[config.mk]
export PLATFORM = sky130hd
export DESIGN_NAME = stream_mux_flat
export DESIGN_NICKNAME = d
export VERILOG_FILES = /design/src/rtl/stream_mux_if.sv /design/src/rtl/stream_mux.sv /design/src/flat_wrapper.sv
export SDC_FILE = /design/constraint.sdc
export NUM_CORES = 1
export LEC_CHECK = 0
export CORE_ASPECT_RATIO = 1.2
export CORE_MARGIN = 8
export CORE_UTILIZATION = 31
export DETAILED_ROUTE_END_ITERATION = 6
export PLACE_DENSITY = 0.79
export SLEW_MARGIN = 20
export SYNTH_ARGS = -nofsm -noshare
export SYNTH_HDL_FRONTEND = slang
export SYNTH_SLANG_ARGS = --single-unit
[constraint.sdc]
create_clock -name clk -period 4.65 [get_ports clk]
set_input_delay 0.93 -clock clk [delete_from_list [all_inputs] [get_ports clk]]
set_output_delay 0.93 -clock clk [all_outputs]
set_load 0.02 [all_outputs]
[src/rtl/stream_mux_if.sv]
// stream_mux_if -- handshake bundle for the N-channel streaming multiplexer.
//
// Parameters:
//   CH  number of input channels
//   DW  data width in bits
//
// Signals:
//   in_valid  [CH]     per-channel beat valid             (producer -> mux)
//   in_ready  [CH]     per-channel accept, combinational  (mux -> producer)
//   in_data   [CH*DW]  channel i in bits [i*DW +: DW]     (producer -> mux)
//   in_last   [CH]     per-channel end-of-packet flag     (producer -> mux)
//   out_valid          output register holds a beat       (mux -> consumer)
//   out_ready          consumer accepts the beat          (consumer -> mux)
//   out_data  [DW]     registered data                    (mux -> consumer)
//   out_last           registered last flag               (mux -> consumer)
//   out_ch    [CW]     source channel of the held beat    (mux -> consumer)
//
// Modports: master = producers/consumer side, slave = the multiplexer.
interface stream_mux_if #(
  parameter int CH = 4,
  parameter int DW = 8
);
  localparam int CW = (CH > 1) ? $clog2(CH) : 1;

  logic [CH-1:0]    in_valid;
  logic [CH-1:0]    in_ready;
  logic [CH*DW-1:0] in_data;
  logic [CH-1:0]    in_last;
  logic             out_valid;
  logic             out_ready;
  logic [DW-1:0]    out_data;
  logic             out_last;
  logic [CW-1:0]    out_ch;

  modport master (
    output in_valid, in_data, in_last, out_ready,
    input  in_ready, out_valid, out_data, out_last, out_ch
  );

  modport slave (
    input  in_valid, in_data, in_last, out_ready,
    output in_ready, out_valid, out_data, out_last, out_ch
  );
endinterface

[src/rtl/stream_mux.sv]
// stream_mux -- N-channel valid/ready multiplexer with round-robin arbitration
// and a one-deep registered output.
//
// Parameters:
//   CH  number of input channels (2..16)
//   DW  data width in bits (>= 1)
//
// Ports:
//   clk    system clock, all state on the rising edge
//   rst_n  asynchronous active-low reset
//   bus    stream_mux_if.slave: in_valid/in_ready/in_data/in_last per channel,
//          out_valid/out_ready/out_data/out_last/out_ch towards the consumer
//
// Optional feature: define STREAM_MUX_PKT_LOCK_EN to hold the grant on one
// channel from the first beat of a packet until its in_last beat. Without the
// macro arbitration is per beat and in_last is only carried to out_last.
module stream_mux #(
  parameter int CH = 4,
  parameter int DW = 8
) (
  input  logic        clk,
  input  logic        rst_n,
  stream_mux_if.slave bus
);
  localparam int CW = $clog2(CH);

  // Advance a channel index with an exact wrap at CH-1 (CH need not be 2^n).
  function automatic logic [CW-1:0] inc_wrap(input logic [CW-1:0] c);
    if (int'(c) == CH - 1) return '0;
    return c + 1'b1;
  endfunction

  // Channel index base+k, folded back into 0..CH-1.
  function automatic logic [CW-1:0] rr_idx(input logic [CW-1:0] base, input int k);
    int s;
    s = int'(base) + k;
    if (s >= CH) s = s - CH;
    return CW'(s);
  endfunction

  logic [CW-1:0] ptr;
  logic          vld_p1;
  logic [DW-1:0] data_p1;
  logic          last_p1;
  logic [CW-1:0] ch_p1;

`ifdef STREAM_MUX_PKT_LOCK_EN
  logic          locked;
  logic [CW-1:0] lock_ch;
`endif

  logic          load_en;
  logic          gnt_vld;
  logic [CW-1:0] grant_ch;
  logic [CW-1:0] cand;
  logic [CH-1:0] grant;
  logic [DW-1:0] sel_data;
  logic          sel_last;
  logic          xfer;

  assign load_en = !vld_p1 || bus.out_ready;

  always_comb begin
    gnt_vld  = 1'b0;
    grant_ch = '0;
    cand     = '0;
`ifdef STREAM_MUX_PKT_LOCK_EN
    // A packet in flight owns the output even while its producer stalls.
    if (locked) begin
      grant_ch = lock_ch;
      gnt_vld  = bus.in_valid[lock_ch];
    end else
`endif
    begin
      for (int k = 0; k < CH; k++) begin
        cand = rr_idx(ptr, k);
        if (!gnt_vld && bus.in_valid[cand]) begin
          gnt_vld  = 1'b1;
          grant_ch = cand;
        end
      end
    end
    grant = gnt_vld ? (CH'(1) << grant_ch) : '0;
  end

  always_comb begin
    sel_data = '0;
    sel_last = 1'b0;
    for (int i = 0; i < CH; i++) begin
      if (grant[i]) begin
        sel_data = bus.in_data[i*DW +: DW];
        sel_last = bus.in_last[i];
      end
    end
  end

  assign xfer         = gnt_vld && load_en;
  assign bus.in_ready = {CH{load_en && rst_n}} & grant;

  // ---- stage p1: output register, loaded from the granted channel ----
  always_ff @(posedge clk or negedge rst_n) begin
    if (!rst_n) begin
      vld_p1  <= 1'b0;
      data_p1 <= '0;
      last_p1 <= 1'b0;
      ch_p1   <= '0;
      ptr     <= '0;
`ifdef STREAM_MUX_PKT_LOCK_EN
      locked  <= 1'b0;
      lock_ch <= '0;
`endif
    end else if (load_en) begin
      if (xfer) begin
        vld_p1  <= 1'b1;
        data_p1 <= sel_data;
        last_p1 <= sel_last;
        ch_p1   <= grant_ch;
        // While locked the pointer is rewritten with the same value each beat,
        // so it effectively holds until the closing beat.
        ptr     <= inc_wrap(grant_ch);
`ifdef STREAM_MUX_PKT_LOCK_EN
        locked  <= !sel_last;
        lock_ch <= grant_ch;
`endif
      end else begin
        vld_p1 <= 1'b0;
      end
    end
  end

  assign bus.out_valid = vld_p1;
  assign bus.out_data  = data_p1;
  assign bus.out_last  = last_p1;
  assign bus.out_ch    = ch_p1;
endmodule

[src/flat_wrapper.sv]
// flat-port wrapper written by rule: the top's interface ports become plain ports
module stream_mux_flat 
#(
  parameter int CH = 4,
  parameter int DW = 8
)
  (clk, rst_n, bus_in_valid, bus_in_data, bus_in_last, bus_out_ready, bus_in_ready, bus_out_valid, bus_out_data, bus_out_last, bus_out_ch);
  stream_mux_if #(.CH(CH), .DW(DW)) bus_i ();
  input  logic clk;
  input  logic rst_n;
  input wire logic [$bits(bus_i.in_valid)-1:0] bus_in_valid;
  input wire logic [$bits(bus_i.in_data)-1:0] bus_in_data;
  input wire logic [$bits(bus_i.in_last)-1:0] bus_in_last;
  input wire logic [$bits(bus_i.out_ready)-1:0] bus_out_ready;
  output wire logic [$bits(bus_i.in_ready)-1:0] bus_in_ready;
  output wire logic [$bits(bus_i.out_valid)-1:0] bus_out_valid;
  output wire logic [$bits(bus_i.out_data)-1:0] bus_out_data;
  output wire logic [$bits(bus_i.out_last)-1:0] bus_out_last;
  output wire logic [$bits(bus_i.out_ch)-1:0] bus_out_ch;
  assign bus_i.in_valid = bus_in_valid;
  assign bus_i.in_data = bus_in_data;
  assign bus_i.in_last = bus_in_last;
  assign bus_i.out_ready = bus_out_ready;
  assign bus_in_ready = bus_i.in_ready;
  assign bus_out_valid = bus_i.out_valid;
  assign bus_out_data = bus_i.out_data;
  assign bus_out_last = bus_i.out_last;
  assign bus_out_ch = bus_i.out_ch;
  stream_mux #(.CH(CH), .DW(DW)) u_core (.clk(clk), .rst_n(rst_n), .bus(bus_i));
endmodule
# == Yosys cells after proc, flatten, opt, wreduce, memory -nomap -nowiden ==
# Index checks and enable logic that the tools add are counted.
# word_totals
mem_bits_rw,0
regBits,14
memories,0
mem_bits_ro,0
in_bits,43
elab_cells,70
latch_bits,0
# op_classes
n_mul,0
n_eq_ne,1
n_div,0
bitwise_logic,1
reduce_logical,11
n_addsub,8
n_lt_le_gt_ge,8
muxes,35
shifts,1
# ops
cell,n
$mux 8,4
$mux 2,10
$mux 1,16
$lt 2x3->1 const B,4
$ge 3x3->1 const B,3
$bmux 1 s2,4
$sub 2x1->2 const B,4
$add 2x2->3 const B,2
$logic_and 1x1->1,5
$and 4x4->4,1
$logic_not 1->1,4
$mux 4,1
$shl 1x2->4 const A,1
$add 2x1->3 const B,1
$ge 2x3->1 const B,1
$add 2x1->2 const B,1
$eq 2x1->1 const B,1
$reduce_and 2->1,1
$logic_or 1x1->1,1

# == Longest topological paths before layout ==
# Gate-level depths: netlist of run 1.
# logic_depth
ltp_word,20
ltp_mapped,8
depth_no_buf,7

# == Worst setup path after synthesis of run 1 ==
# OpenSTA, ideal clock, no wires.
# synth_path
path_kind,input-to-output
from,in bus_in_valid[0]
to,out bus_in_ready[2]
n_path_buf,2
cell_stages,7
arrival_time_ns,2.459
t_required_ns,3.720
setup_slack_ns,1.261
cell_sequence,and2_1 -> o21ai_0 -> and3_1 -> ha_1 -> clkbuf_1 -> clkbuf_1 -> and3_1
# synth_between
elab_chain_len,15
word_cells_on_any_way,25
cone_classes,shift (1); mux (17); bitwise (1); reduce/logical (6)
# synth_lines
element,line_no,text
start: declaration,flat_wrapper.sv:11,input wire logic [$bits(bus_i.in_valid)-1:0] bus_in_valid;
$bmux 1 s2,stream_mux.sv:77,if (!gnt_vld && bus.in_valid[cand]) begin
$mux 1 (implied by the code),stream_mux.sv:77,
$mux 1,stream_mux.sv:77,
$logic_not 1->1,stream_mux.sv:77,
$logic_and 1x1->1,stream_mux.sv:77,
$mux 1,stream_mux.sv:77,
$logic_not 1->1,stream_mux.sv:77,
$logic_and 1x1->1,stream_mux.sv:77,
$mux 1,stream_mux.sv:77,
$logic_not 1->1,stream_mux.sv:77,
$logic_and 1x1->1,stream_mux.sv:77,
$mux 2 (*),stream_mux.sv:77,
via u_core.grant_ch[1],stream_mux.sv:54,logic [CW-1:0] grant_ch;
$shl 1x2->4 (*),stream_mux.sv:83,grant = gnt_vld ? (CH'(1) << grant_ch) : '0;
$mux 4 (*),stream_mux.sv:83,
$and 4x4->4 (*),stream_mux.sv:98,assign bus.in_ready = {CH{load_en && rst_n}} & grant;
end: declaration,flat_wrapper.sv:15,output wire logic [$bits(bus_i.in_ready)-1:0] bus_in_ready;
# Mark *: on every way through the listed nets, which the timed path passes. The rest lies on a longest branch. The select of a mux whose other input is x is not followed.

# == Worst setup path in the final report of run 1 ==
# layout_path
from,in bus_in_valid[3]
to,out bus_in_ready[0]
# layout_between
elab_chain_len,15
word_cells_on_any_way,25
cone_classes,shift (1); mux (17); bitwise (1); reduce/logical (6)
# layout_lines
element,line_no
$bmux 1 s2,stream_mux.sv:77
$mux 1 (implied by the code),stream_mux.sv:77
$mux 1,stream_mux.sv:77
$logic_not 1->1,stream_mux.sv:77
$logic_and 1x1->1,stream_mux.sv:77
$mux 1,stream_mux.sv:77
$logic_not 1->1,stream_mux.sv:77
$logic_and 1x1->1,stream_mux.sv:77
$mux 1,stream_mux.sv:77
$logic_not 1->1,stream_mux.sv:77
$logic_and 1x1->1,stream_mux.sv:77
$mux 2,stream_mux.sv:77
$shl 1x2->4,stream_mux.sv:83
$mux 4 (*),stream_mux.sv:83
$and 4x4->4 (*),stream_mux.sv:98
# Every way passes the cells marked *; elsewhere a longest branch is shown, timed or not. The select of a mux whose other input is x is not followed.

==> results.sh, run 1 <==
export IMPL_status="finished, final reports clean"
export IMPL_place_hpwl_mm=2.859
export IMPL_critical_path_startpoint_type="primary input"
export IMPL_synthArstFlopShare=1.000
export IMPL_drt_pre_antenna_iters=4
export IMPL_synth_fp_nets=172
export IMPL_finalHoldViolations=0
export IMPL_yosysTopAreaCellShare=0.3345
export IMPL_grt_pass1_vias=1146
export IMPL_grt_usage=0.1145
export IMPL_r2r_slack_ps=2450
export IMPL_fill_cells=328
export IMPL_netlist_area_um2=1047
export IMPL_hold_path_endpoint="u_core.bus.out_data[6]"
export IMPL_ys_ff_latch=14
export IMPL_path_clk_slew_ps=50
export IMPL_seqCellArea_um2=350.3
export IMPL_initial_utilization=0.3192
export IMPL_ctsResizeCount=0
export IMPL_cts_setup_buffers=0
export IMPL_wl_per_cell_um=15.80
export IMPL_synthSimpleGateAreaFrac=0.2091
export IMPL_max_freq_mhz=247.6
export IMPL_worstHoldStart="u_core.bus.out_data[6]"
export IMPL_placed_cells=213
export IMPL_multi_input_area_um2=595.6
export IMPL_routed_wl_mm=3.413
export IMPL_numCtsBuffers=3
export IMPL_io_buffer_count=58
export IMPL_synthMuxAreaShare=0.009558
export IMPL_crit_type="in -> out"
export IMPL_ys_top_cells_by_count="20 x a21oi_1, 14 x dfrtp_1, 12 x nand2_1"
export IMPL_synthAdderAreaFrac=0.04779
export IMPL_maxCapViolCount=0
export IMPL_layout_min_cycle_time_ps=4038
export IMPL_min_path_cells=2
export IMPL_postCtsHoldBufs=0
export IMPL_drv_slew=0
export IMPL_clkLatencyLatePin_ps=230
export IMPL_relSlewSlack=0.5299
export IMPL_required_ps=3720
export IMPL_hold_class="reg -> reg"
export IMPL_pin_count=59
export IMPL_synth_top_family_by_area="compound AO/OA/AOI/OAI gates"
export IMPL_synth_xor_area_frac=0
export IMPL_yosysUniqueCellTypes=27
export IMPL_r2r_end="u_core.bus.out_data[2]"
export IMPL_power_leakage_uw=0.0006975
export IMPL_syn_area_per_cell_um2=8.378
export IMPL_chipHeight_um=79.67
export IMPL_antenna_cells=0
export IMPL_crit_path_end_kind="primary output"
export IMPL_cts_tree="yes"
export IMPL_htreeDepth=1
export IMPL_syn_to_final_growth_pct=60.57
export IMPL_grt_pass1_wl_mm=5.388
export IMPL_fin_tns_setup_ps=0
export IMPL_yosysTopAreaCell="dfrtp_1"
export IMPL_synth_top_flop_cell="dfrtp_1"
export IMPL_vias_per_cell=5.250
export IMPL_place_congestion=0.7990
export IMPL_power_density_nw_per_um2=412.6
export IMPL_cts_sinks=14
export IMPL_grt_max_degree=19
export IMPL_instances_no_fill=216
export IMPL_dieArea_um2=5502
export IMPL_antenna_found_initial=0
export IMPL_synth_edff_count=0
export IMPL_root_buffer="clkbuf_8"
export IMPL_grt_setup_unrepaired="no"
export IMPL_synth_most_common_cell="a21oi_1"
export IMPL_synth_compound_area_frac=0.3023
export IMPL_grt_overflow_total=0
export IMPL_finalCritPeriodShare=0.8684
export IMPL_vias=1134
export IMPL_antenna_left=0
export IMPL_yosys_warnings=0
export IMPL_drt_initial_drc_count=56
export IMPL_drc=0
export IMPL_yosysSeqAreaShare=0.3345
export IMPL_r2r_start="u_core.ptr[1]"
export IMPL_row_count=23
export IMPL_arrival_ps=3110
export IMPL_tightestPinTransition_ps=703.0
export IMPL_die_width_um=69.06
export IMPL_synthTopCellsByArea="dfrtp_1 33%, a21oi_1 9.6%, a221o_1 8.6%"
export IMPL_clockBufferDepth=2
export IMPL_finalClockSkew_ps=0.9250
export IMPL_finalSetupViolations=0
export IMPL_worst_path_max_fanout=10
export IMPL_reg2reg_depth=8
export IMPL_nets=228
export IMPL_netlist_instances=125
export IMPL_core_area_um2=3281
export IMPL_drive_above_1_share=0.06145
export IMPL_ir_drop_v=0.0002576
-- flip-flops by register name, summed over array words and instances (netlist names) --
name                  flops
u_core.ptr                2
u_core.bus.out_data       8
u_core.bus.out_last       1
u_core.bus.out_valid      1
u_core.bus.out_ch         2
-- per-stage QoR --
stage                     utilization  worst slack [ps]  instance area [µm²]  hold slack, ps  power (µW)
after floorplan                     -              1261                 1047           570.5       432.5
after global placement         0.5000             669.3                 1640           527.3       595.5
after detailed placement       0.5000             653.8                 1640           535.6       603.6
after CTS                      0.5126             652.2                 1682           549.1       698.3
after global routing           0.5126             469.0                 1682           576.1       742.2
final                          0.5126             611.8                 1682           541.9       693.8
-- cell type report --
type	count	share of cell area
well taps	37	0.02753
inverters	10	0.02232
multi-input cells	90	0.3542
repair buffers	62	0.3631
flip-flops and latches	14	0.2083
clock buffers	3	0.02455
-- layout by cell type, fill, tap and decap left out, types with 2 or more instances in the layout --
| cell | instances |
|---|---|
| dfrtp_1 | 14 |
| nand3_1 | 2 |
| ha_1 | 4 |
| buf_4 | 4 |
| a21oi_1 | 20 |
| nor2_1 | 2 |
| a31oi_1 | 10 |
| clkdlybuf4s50_1 | 58 |
| nand2b_1 | 3 |
| nand3b_1 | 9 |
| nand2_1 | 12 |
| clkbuf_8 | 3 |
| and2_1 | 2 |
| a221o_1 | 9 |
| and3_1 | 5 |
| inv_1 | 10 |
| a21boi_0 | 2 |
-- critical path, stage by stage --
cell and delay (ps):
clkdlybuf4s50_1 550, mux2i_1 100, a2bb2oi_1 330, nand2_1 140, ha_1 320, and3_1 200, clkdlybuf4s50_1 540
-- kinds of logic after synthesis --
group,after synthesis
adders and majority gates,4
AOI/OAI and AO/OA,47
muxes,1
and+or+nand+nor,38
buffers and inverters,21
DFF,14
-- layer usage --
| layer | track usage | part of all wire | vias to the layer above | wire, µm |
|---|---|---|---|---|
| met5 | 0 | 0 | - | 0 |
| met4 | 0.04517 | 0.017 | 0 | 57 |
| met3 | 0.02363 | 0.047 | 4 | 161 |
| met2 | 0.2133 | 0.53 | 34 | 1824 |
| met1 | 0.1234 | 0.40 | 530 | 1368 |
| li1 | - | - | 566 | - |
-- report_power, final --
part           switching [µW]  total, µW  internal, µW
sequential               30.6        194           164
combinational             198        406           208
clock                    36.4       93.3          57.0
-- how the worst max path moves through the flow --
stage,end,from,cells past startpoint
global placement,bus_in_ready[0],bus_in_valid[1],5
detailed placement,bus_in_ready[0],bus_in_valid[3],7
CTS,bus_in_ready[0],bus_in_valid[3],7
finish,bus_in_ready[0],bus_in_valid[3],7
floorplan,bus_in_ready[2],bus_in_valid[0],7
global route,bus_in_ready[0],bus_in_valid[3],7
(Power assumes the default switching activity.)
==> run 2: changes to the inputs <==
--- a/config.mk
+++ b/config.mk
@@ -5,7 +5,7 @@
 export SDC_FILE = /design/constraint.sdc
 export NUM_CORES = 1
 export LEC_CHECK = 0
-export CORE_ASPECT_RATIO = 1.2
+export CORE_ASPECT_RATIO = 1.25
 export CORE_MARGIN = 8
 export CORE_UTILIZATION = 31
 export DETAILED_ROUTE_END_ITERATION = 6
==> results.sh, run 2 (synthesis gave the netlist of run 1 again) <==
export IMPL_placed_area_um2=1640
export IMPL_chipHeight_um=80.99
export IMPL_nets=228
export IMPL_pin_count=59
export IMPL_drc=0
export IMPL_clockBufferDepth=2
export IMPL_power_leakage_uw=0.0007047
export IMPL_worst_path_max_fanout=10
export IMPL_final_area_um2=1695
export IMPL_maxCapViolCount=0
export IMPL_drive_above_1_share=0.06667
export IMPL_grt_pass1_vias=1209
export IMPL_arrival_ps=3080
export IMPL_fin_tns_setup_ps=0
export IMPL_core_area_um2=3223
export IMPL_place_congestion=0.9453
export IMPL_htreeDepth=1
export IMPL_crit_path_end_kind="primary output"
export IMPL_antenna_left=0
export IMPL_postCtsHoldBufs=0
export IMPL_max_freq_mhz=249.4
export IMPL_vias_per_cell=5.442
export IMPL_grt_overflow_total=0
export IMPL_drv_slew=0
export IMPL_drt_initial_drc_count=48
export IMPL_antenna_cells=0
export IMPL_grt_setup_unrepaired="no"
export IMPL_numCtsBuffers=3
export IMPL_finalClockSkew_ps=1.226
export IMPL_setup_slack_ps=639.8
export IMPL_r2r_slack_ps=2410
export IMPL_finalHoldViolations=0
export IMPL_ctsResizeCount=0
export IMPL_post_route_util=0.5260
export IMPL_routed_wl_mm=3.511
export IMPL_hold_class="reg -> reg"
export IMPL_grt_usage=0.1193
export IMPL_place_worst_setup_slack_ps=651.3
export IMPL_layout_min_cycle_time_ps=4010
export IMPL_power_density_nw_per_um2=424.7
export IMPL_root_buffer="clkbuf_8"
export IMPL_status="finished, final reports clean"
export IMPL_wl_per_cell_um=16.18
export IMPL_path_clk_slew_ps=60
export IMPL_relSlewSlack=0.6182
export IMPL_dieArea_um2=5506
export IMPL_min_path_cells=2
export IMPL_grt_pass1_wl_mm=5.361
export IMPL_cts_setup_buffers=0
export IMPL_clkLatencyLatePin_ps=240
export IMPL_row_count=23
export IMPL_finalSetupViolations=0
export IMPL_ir_drop_v=0.0002984
export IMPL_place_hpwl_mm=2.883
export IMPL_vias=1181
export IMPL_antenna_found_initial=0
export IMPL_io_buffer_count=58
export IMPL_required_ps=3720
export IMPL_tightestPinTransition_ps=572.7
export IMPL_cts_tree="yes"
export IMPL_reg2reg_depth=8
export IMPL_critical_path_startpoint_type="primary input"
export IMPL_crit_type="in -> out"
export IMPL_largest_reg_flops=8
export IMPL_die_width_um=67.99
export IMPL_initial_utilization=0.3249
export IMPL_finalCritPeriodShare=0.8624
export IMPL_syn_to_final_growth_pct=61.89
export IMPL_cts_sinks=14
export IMPL_grt_max_degree=19
export IMPL_drt_pre_antenna_iters=4
export IMPL_final_common_cell="clkdlybuf4s50_1"
export IMPL_final_cell_mix="58 x clkdlybuf4s50_1, 20 x a21oi_1, 14 x dfrtp_1"
export IMPL_timing_hold_ws_ps=554.0
-- run 2: area by class of cell --
class | instances | area [µm²]
fillers | 313 | 1528
repair buffers | 62 | 610.6
multi-input cells | 90 | 595.6
flip-flops and latches | 14 | 350.3
clock buffers | 4 | 55.05
well taps | 37 | 46.29
inverters | 10 | 37.54
-- run 2: through the flow --
stage	total power (µW)	cells
after global routing	765.2	217
after CTS	721.8	217
after global placement	594.5	213
final	720.0	217
after floorplan	432.5	125
after detailed placement	606.4	213
-- run 2: final timing paths --
kind                                   startpoint                      to
max                               bus_in_valid[3]         bus_in_ready[0]
min                        u_core.bus.out_data[6]  u_core.bus.out_data[6]
max reg2reg                         u_core.ptr[1]  u_core.bus.out_data[3]
min reg2reg                u_core.bus.out_data[6]  u_core.bus.out_data[6]
max in group asynchronous                   rst_n  u_core.bus.out_data[2]
min in group asynchronous                   rst_n           u_core.ptr[1]
-- run 2: metal layers --
layer / global-route usage / vias up / wire, µm
li1: - / 565 / -
met5: 0 / - / 0
met3: 0.02476 / 6 / 254
met1: 0.1249 / 563 / 1364
met2: 0.2220 / 47 / 1809
met4: 0.04723 / 0 / 84
-- run 2: power by group --
group	leakage, µW	switching (µW)	internal (µW)
clock network	0.0000288	41.6	74.9
logic	0.000515	202	207
registers	0.000161	30.5	164
-- run 2: critical path, stage by stage --
cell and delay (ps):
clkdlybuf4s50_1 550, mux2i_1 100, a2bb2oi_1 310, nand2_1 130, ha_1 330, and3_1 200
clkdlybuf4s50_1 530
==> run 3: changes to the inputs <==
==> constraint.sdc (replaced) <==
create_clock -name clk -period 4.9 [get_ports clk]
set_input_delay 0.98 -clock clk [delete_from_list [all_inputs] [get_ports clk]]
set_output_delay 0.98 -clock clk [all_outputs]
set_load 0.02 [all_outputs]
==> results.sh, run 3 (synthesis gave the netlist of run 1 again) <==
export IMPL_worst_path_max_fanout=19
export IMPL_power_density_nw_per_um2=393.2
export IMPL_drc=0
export IMPL_crit_path_end_kind="primary output"
export IMPL_postCtsHoldBufs=0
export IMPL_vias_per_cell=5.338
export IMPL_crit_top_cell="clkdlybuf4s50_1"
export IMPL_place_congestion=0.8763
export IMPL_relSlewSlack=0.6354
export IMPL_finalClockSkew_ps=0.8211
export IMPL_drt_initial_drc_count=45
export IMPL_clockBufferDepth=2
export IMPL_setup_slack_ps=432.8
export IMPL_ir_drop_v=0.0002142
export IMPL_clkLatencyLatePin_ps=240
export IMPL_largest_reg_flops=8
export IMPL_power_leakage_uw=0.0006973
export IMPL_syn_to_final_growth_pct=60.57
export IMPL_ctsResizeCount=0
export IMPL_vias=1153
export IMPL_critPathTopFamily="buffers and inverters"
export IMPL_final_common_cell="clkdlybuf4s50_1"
export IMPL_finalCritPeriodShare=0.9117
export IMPL_finalSetupViolations=0
export IMPL_slowest_stage="clkdlybuf4s50_1"
export IMPL_path_clk_slew_ps=50
export IMPL_finalHoldViolations=0
export IMPL_die_width_um=67.99
export IMPL_tightestPinTransition_ps=546.9
export IMPL_root_buffer="clkbuf_8"
export IMPL_antenna_left=0
export IMPL_cts_setup_buffers=0
export IMPL_htreeDepth=1
export IMPL_pin_count=59
export IMPL_wl_per_cell_um=16.55
export IMPL_nets=228
export IMPL_drt_pre_antenna_iters=6
export IMPL_required_ps=3920
export IMPL_core_area_um2=3223
export IMPL_initial_utilization=0.3249
export IMPL_numCtsBuffers=3
export IMPL_path_buf_inv=2
export IMPL_antenna_cells=0
export IMPL_grt_pass1_vias=1224
export IMPL_row_count=23
export IMPL_grt_max_degree=20
export IMPL_grt_overflow_total=0
export IMPL_fin_tns_setup_ps=0
export IMPL_place_worst_setup_slack_ps=441.0
export IMPL_grt_setup_unrepaired="no"
export IMPL_grt_usage=0.1233
export IMPL_grt_pass1_wl_mm=5.430
export IMPL_routed_wl_mm=3.575
export IMPL_cts_sinks=14
export IMPL_final_cell_mix="58 x clkdlybuf4s50_1, 20 x a21oi_1, 14 x dfrtp_1"
export IMPL_hold_class="reg -> reg"
export IMPL_max_stage_delay_ps=600
export IMPL_max_freq_mhz=223.9
export IMPL_crit_type="in -> out"
export IMPL_cp_cell_sequence="clkdlybuf4s50_1 -> mux2i_1 -> a2bb2oi_1 -> and2_1 -> ha_1 -> and3_1 -> clkdlybuf4s50_1"
export IMPL_cts_tree="yes"
export IMPL_drive_above_1_share=0.06145
export IMPL_drv_slew=0
export IMPL_layout_min_cycle_time_ps=4467
export IMPL_critical_path_startpoint_type="primary input"
export IMPL_status="finished, final reports clean"
export IMPL_place_hpwl_mm=2.859
export IMPL_antenna_found_initial=0
export IMPL_maxCapViolCount=0
export IMPL_chipHeight_um=80.99
export IMPL_io_buffer_count=58
export IMPL_dieArea_um2=5506
export IMPL_arrival_ps=3490
## run 3: changes by cell type in the layout (fill, tap and decap cells not counted)
cell,change
clkbuf_8,-1
## run 3: final timing paths
kind / cells past startpoint / slack (ps) / endpoint / from
setup / recovery: 7 / 430 / bus_in_ready[1] / bus_in_valid[3]
hold / removal: 2 / 550 / u_core.bus.out_data[6] / u_core.bus.out_data[6]
setup reg to reg: 7 / 2480 / u_core.bus.out_data[1] / u_core.ptr[1]
hold reg to reg: 2 / 550 / u_core.bus.out_data[6] / u_core.bus.out_data[6]
max in group asynchronous: 2 / 3440 / u_core.bus.out_data[6] / rst_n
min in group asynchronous: 1 / 1010 / u_core.bus.out_data[1] / rst_n
## run 3: power by group
group	internal [µW]	switching, µW	total [µW]
combinational	195	192	387
sequential	155	27.3	183
clock	54.3	37.2	91.5
total	404	257	661
## run 3: final cells by class
cell class	count	area [µm²]
Inverter	10	37.54
Tap cell	37	46.29
Fill cell	301	1541
Sequential cell	14	350.3
Multi-Input combinational cell	90	595.6
Clock buffer	3	41.29
Timing Repair Buffer	62	610.6
## run 3: worst min-delay path, stage by stage (launching register included)
cell     delay, ps
dfrtp_1        340
a21oi_1         40
a31oi_1        120
## run 3: layer usage
metal,up-vias,track usage,wire [µm]
met5,-,0,0
met4,0,0.05339,57
met3,5,0.01926,219
met2,40,0.2239,1966
met1,539,0.1359,1332
li1,569,-,-
## run 3: stage by stage
step / power (µW) / util / instance area (µm²) / hold WS [ps] / std cells
after floorplan: 410.5 / - / 1047 / 570.5 / 125
after global placement: 557.9 / 0.5089 / 1640 / 531.0 / 213
after detailed placement: 571.4 / 0.5089 / 1640 / 537.4 / 213
after CTS: 665.5 / 0.5217 / 1682 / 551.0 / 216
after global routing: 702.1 / 0.5217 / 1682 / 570.3 / 216
final: 661.2 / 0.5217 / 1682 / 546.6 / 216
==> RTL edit 1: new RTL, config.mk and constraints of run 2 <==
Add a define of `STREAM_MUX_PKT_LOCK_EN`.
--- a/src/rtl/stream_mux.sv
+++ b/src/rtl/stream_mux.sv
@@ -15,4 +15,6 @@
 // channel from the first beat of a packet until its in_last beat. Without the
 // macro arbitration is per beat and in_last is only carried to out_last.
+`define STREAM_MUX_PKT_LOCK_EN
+
 module stream_mux #(
   parameter int CH = 4,
Function: changed (Yosys sat finds a counterexample within 4 cycles, from zero or initial values and one cycle with rst_n low).
==> RTL edit 1 against run 2 <==
- sequential cell count increased by 1
- via count decreased by 2.5%
- critical path depth increased by 1
- final area increased by 0.66%
- combinational power increased by 94%
- worst setup slack got worse by 410 ps
- area after synthesis decreased by 2.3%
- total power increased by 60%
- fmax decreased by 9.3%
- synthesized cell count decreased by 14%
- sequential power increased by 29%
- routed wire length increased by 4.0%
- critical path type unchanged
- largest power group unchanged
==> RTL edit 1: results (changes against run 2) <==
Finish
  • Fillers: 295 (-5.8%)
  • Clk cell area share: 2.64% (-0.61 points)
  • Ratio of cells with drive above 1 in the final layout: 10.0% (+3.3 points)
  • Non-CTS inverters: 8 (-2)
  • Utilization after layout: 53.4% (+0.83 points)
  • Sequential cell area: 375 um2 (+7.1%)
  • Multi-input combinational area share: 34.2% (-0.89 points)
  • Multi-input gates: 79 (-12%)

Routing
  • Met3 WL: 241 um (-5.1%)
  • Metal-1 WL: 1450 um (+6.1%)
  • Number of DRC markers in iteration 0: 63 (+31%)
  • Wire length per cell: 17.6 um (+9.1%)

Global route
  • Largest net degree at the start of global routing: 20 (+1)
  • GRT Overall Usage: 14.2% (+2.3 points)
  • Met3 Usage GRT: 2.64% (+0.17 points)
  • First-pass GRT wire length: 5950 um (+11%)

Floorplanning
  • Die ar.: 5410 um2 (-1.8%)

Logic synthesis
  • Post-synth top cells: dfrtp_1 (15), nand2_1 (15), a221oi_1 (10)
  • Post-synthesis register bit count: 15 (+1)
  • Post-synthesis mux area share: 7.58% (+6.6 points)
  • Largest cells by area after synthesis: dfrtp_1 (37%), a221oi_1 (8.6%), o31ai_1 (6.6%), nand2_1 (5.5%), ha_1 (4.9%)
  • Synth Area in Adders: 4.89% (+0.11 points)

Critical path
  • Worst-path fanout max: 7 (-3)
  • Crit path DAT: 3490 ps (+410 ps)

Place
  • Placed cell count: 203 (-4.7%)
  • Final HPWL DP: 2980 um (+3.5%)
  • Setup WS pre-CTS: 256 ps (-395 ps)

Pwr
  • VDD IR max: 415 uV (+39%)
  • Logic pwr share: 68.8% (+12 points)

Status
  • Status: completed
-- RTL edit 1: cell types whose count changed after synthesis, sizes merged, moves of 5 or more --
| cell | change |
|---|---|
| a21oi | -17 |
| a221o | -9 |
| a221oi | +10 |
| a31oi | -10 |
| and3 | -5 |
| nand3b | -9 |
| o22ai | +8 |
| o31ai | +9 |
-- RTL edit 1: final timing paths --
| path | depth (start not counted) | slack [ps] | endpoint | from |
|---|---|---|---|---|
| max | 8 | 230 | bus_in_ready[3] | bus_in_valid[0] |
| min reg2reg | 2 | 480 | u_core.bus.out_data[0] | u_core.bus.out_data[0] |
| min | 2 | 480 | u_core.bus.out_data[0] | u_core.bus.out_data[0] |
| min in group asynchronous | 2 | 990 | u_core.bus.out_data[4] | rst_n |
| max in group asynchronous | 2 | 3460 | u_core.locked | rst_n |
| max reg2reg | 9 | 2150 | u_core.bus.out_data[0] | u_core.ptr[1] |
==> RTL edit 2: new RTL, flow settings as in run 2 <==
Without the edit above. Reset style: synchronous (`rst_n`), changed in one clocked block. Comments in the files are not updated.
--- a/src/rtl/stream_mux.sv
+++ b/src/rtl/stream_mux.sv
@@ -99,5 +99,5 @@
 
   // ---- stage p1: output register, loaded from the granted channel ----
-  always_ff @(posedge clk or negedge rst_n) begin
+  always_ff @(posedge clk) begin
     if (!rst_n) begin
       vld_p1  <= 1'b0;
Function: differs if rst_n is asserted again (counterexample within 4 cycles, from zero or initial values and one cycle with rst_n low); with rst_n held inactive, the same outputs for 10 cycles.
==> RTL edit 2 against run 2 <==
- total power is 32% lower
- final area down 5.4%
- cell count up 0.46%
- sequential cell count did not move
- clock skew rose by 3.2 ps
- synthesized cell count increased by 0.80%
- clock power fell by 28%
- area after synthesis fell by 8.1%
- register-to-register slack worse by 290 ps
- routed wire length down 6.7%
- worst setup slack got worse by 320 ps
- global-route usage rose by 0.81 points
- utilization increased by 1.9 points
- largest cell class unchanged
==> RTL edit 2: results (changes against run 2) <==
Min path
  • Class of the worst hold path: flip-flop to flip-flop

Status
  • Status: completed

Logic synthesis
  • Sequential area share after synthesis: 29.1% (-4.3 points)
  • Post-synth top cells: inv_1 (19), a21oi_1 (18), dfxtp_1 (14)
  • Mean post-synth cell area: 7.64 um2 (-8.9%)
  • Top FF cell, synth: dfxtp_1
  • Post-Syn Nets: 173 (+0.58%)
  • Post-synth ARST share: 0% (-100 points)
  • Largest cells by area after synthesis: dfxtp_1 (29%), a21oi_1 (9.4%), a222oi_1 (8.3%), inv_1 (7.4%), a221oi_1 (7.3%)

Place
  • Placed Area: 1570 um2 (-4.4%)
  • Placed cell count: 214 (+0.47%)
  • GP Congestion: 0.815 (-14%)
  • Final HPWL DP: 2680 um (-7.2%)
  • Setup WS pre-CTS: 337 ps (-315 ps)

Critical path
  • Crit path DAT: 3400 ps (+320 ps)
  • Max incr delay on CP: 570 ps (+20 ps)
  • Worst-path fanout max: 4 (-6)

Routing
  • Met3 WL: 310 um (+22%)
  • Metal-1 WL: 1330 um (-2.9%)
  • Number of DRC markers in iteration 0: 147 (+210%)
  • Metal2 WL: 1620 um (-10%)
  • Wire length per cell: 15.0 um (-7.1%)

Global route
  • Largest net degree at the start of global routing: 25 (+6)
  • Met1 global-route usage: 14.2% (+1.7 points)
  • Vias in the first global route: 1136 (-6.0%)
  • First-pass GRT wire length: 5300 um (-1.2%)
  • GRT Overall Usage: 12.7% (+0.81 points)
  • Global-route met2 utilization: 21.8% (-0.40 points)
  • Met3 Usage GRT: 4.40% (+1.9 points)

STA
  • Slew headroom: 58.2% (-3.6 points)
  • Clock skew: 4.48 ps (+3.25 ps)

Clock tree
  • Worst-Skew Late Latency: 270 ps (+30 ps)
  • Worst-path clk slew: 80 ps (+20 ps)
  • Setup Fix Bufs, Post-CTS: 0 (unchanged)
  • CTS root buffer: clkbuf_4

Pwr
  • Seq pwr: 0.150 mW (-23%)
  • Power Density: 304 nW/um2 (-28%)
  • Clock power frac: 17.1% (+0.9 points)
  • Leak: 0.667 nW (-5.4%)
  • VDD IR max: 205 uV (-31%)
  • Psw: 0.174 mW (-36%)

Finish
  • Fillers: 265 (-15%)
  • Ratio of cells with drive above 1 in the final layout: 6.04% (-0.62 points)
  • Final #Nets: 230 (+0.88%)
  • Non-filler cells, final: 218 (+0.46%)
RTL edit 2: cell families (layout without fill, tap and decap cells):
group | Yosys count | after routing | synth area share (%)
AOI/OAI and AO/OA | 54 | 54 | 37.2
buffers and inverters | 29 | 85 | 12.6
and+or+nand+nor | 24 | 24 | 14.8
DFF | 14 | 14 | 29.1
adders and majority gates | 4 | 4 | 5.20
muxes | 1 | 1 | 1.04
RTL edit 2: worst paths after layout:
check	cells past startpoint	to	slack, ps	startpoint
setup / recovery	8	bus_in_ready[2]	320	bus_in_valid[1]
hold reg to reg	2	u_core.bus.out_ch[0]	490	u_core.bus.out_ch[0]
setup reg to reg	8	u_core.bus.out_data[6]	2120	u_core.ptr[1]
hold / removal	2	u_core.bus.out_ch[0]	490	u_core.bus.out_ch[0]
RTL edit 2: cell type report:
class	count	area [um2]	share of cell area, %
inverters	19	71.3	4.45
repair buffers	62	611	38.1
well taps	36	45.0	2.81
multi-input cells	83	561	34.9
flip-flops and latches	14	280	17.5
clock buffers	4	36.3	2.26
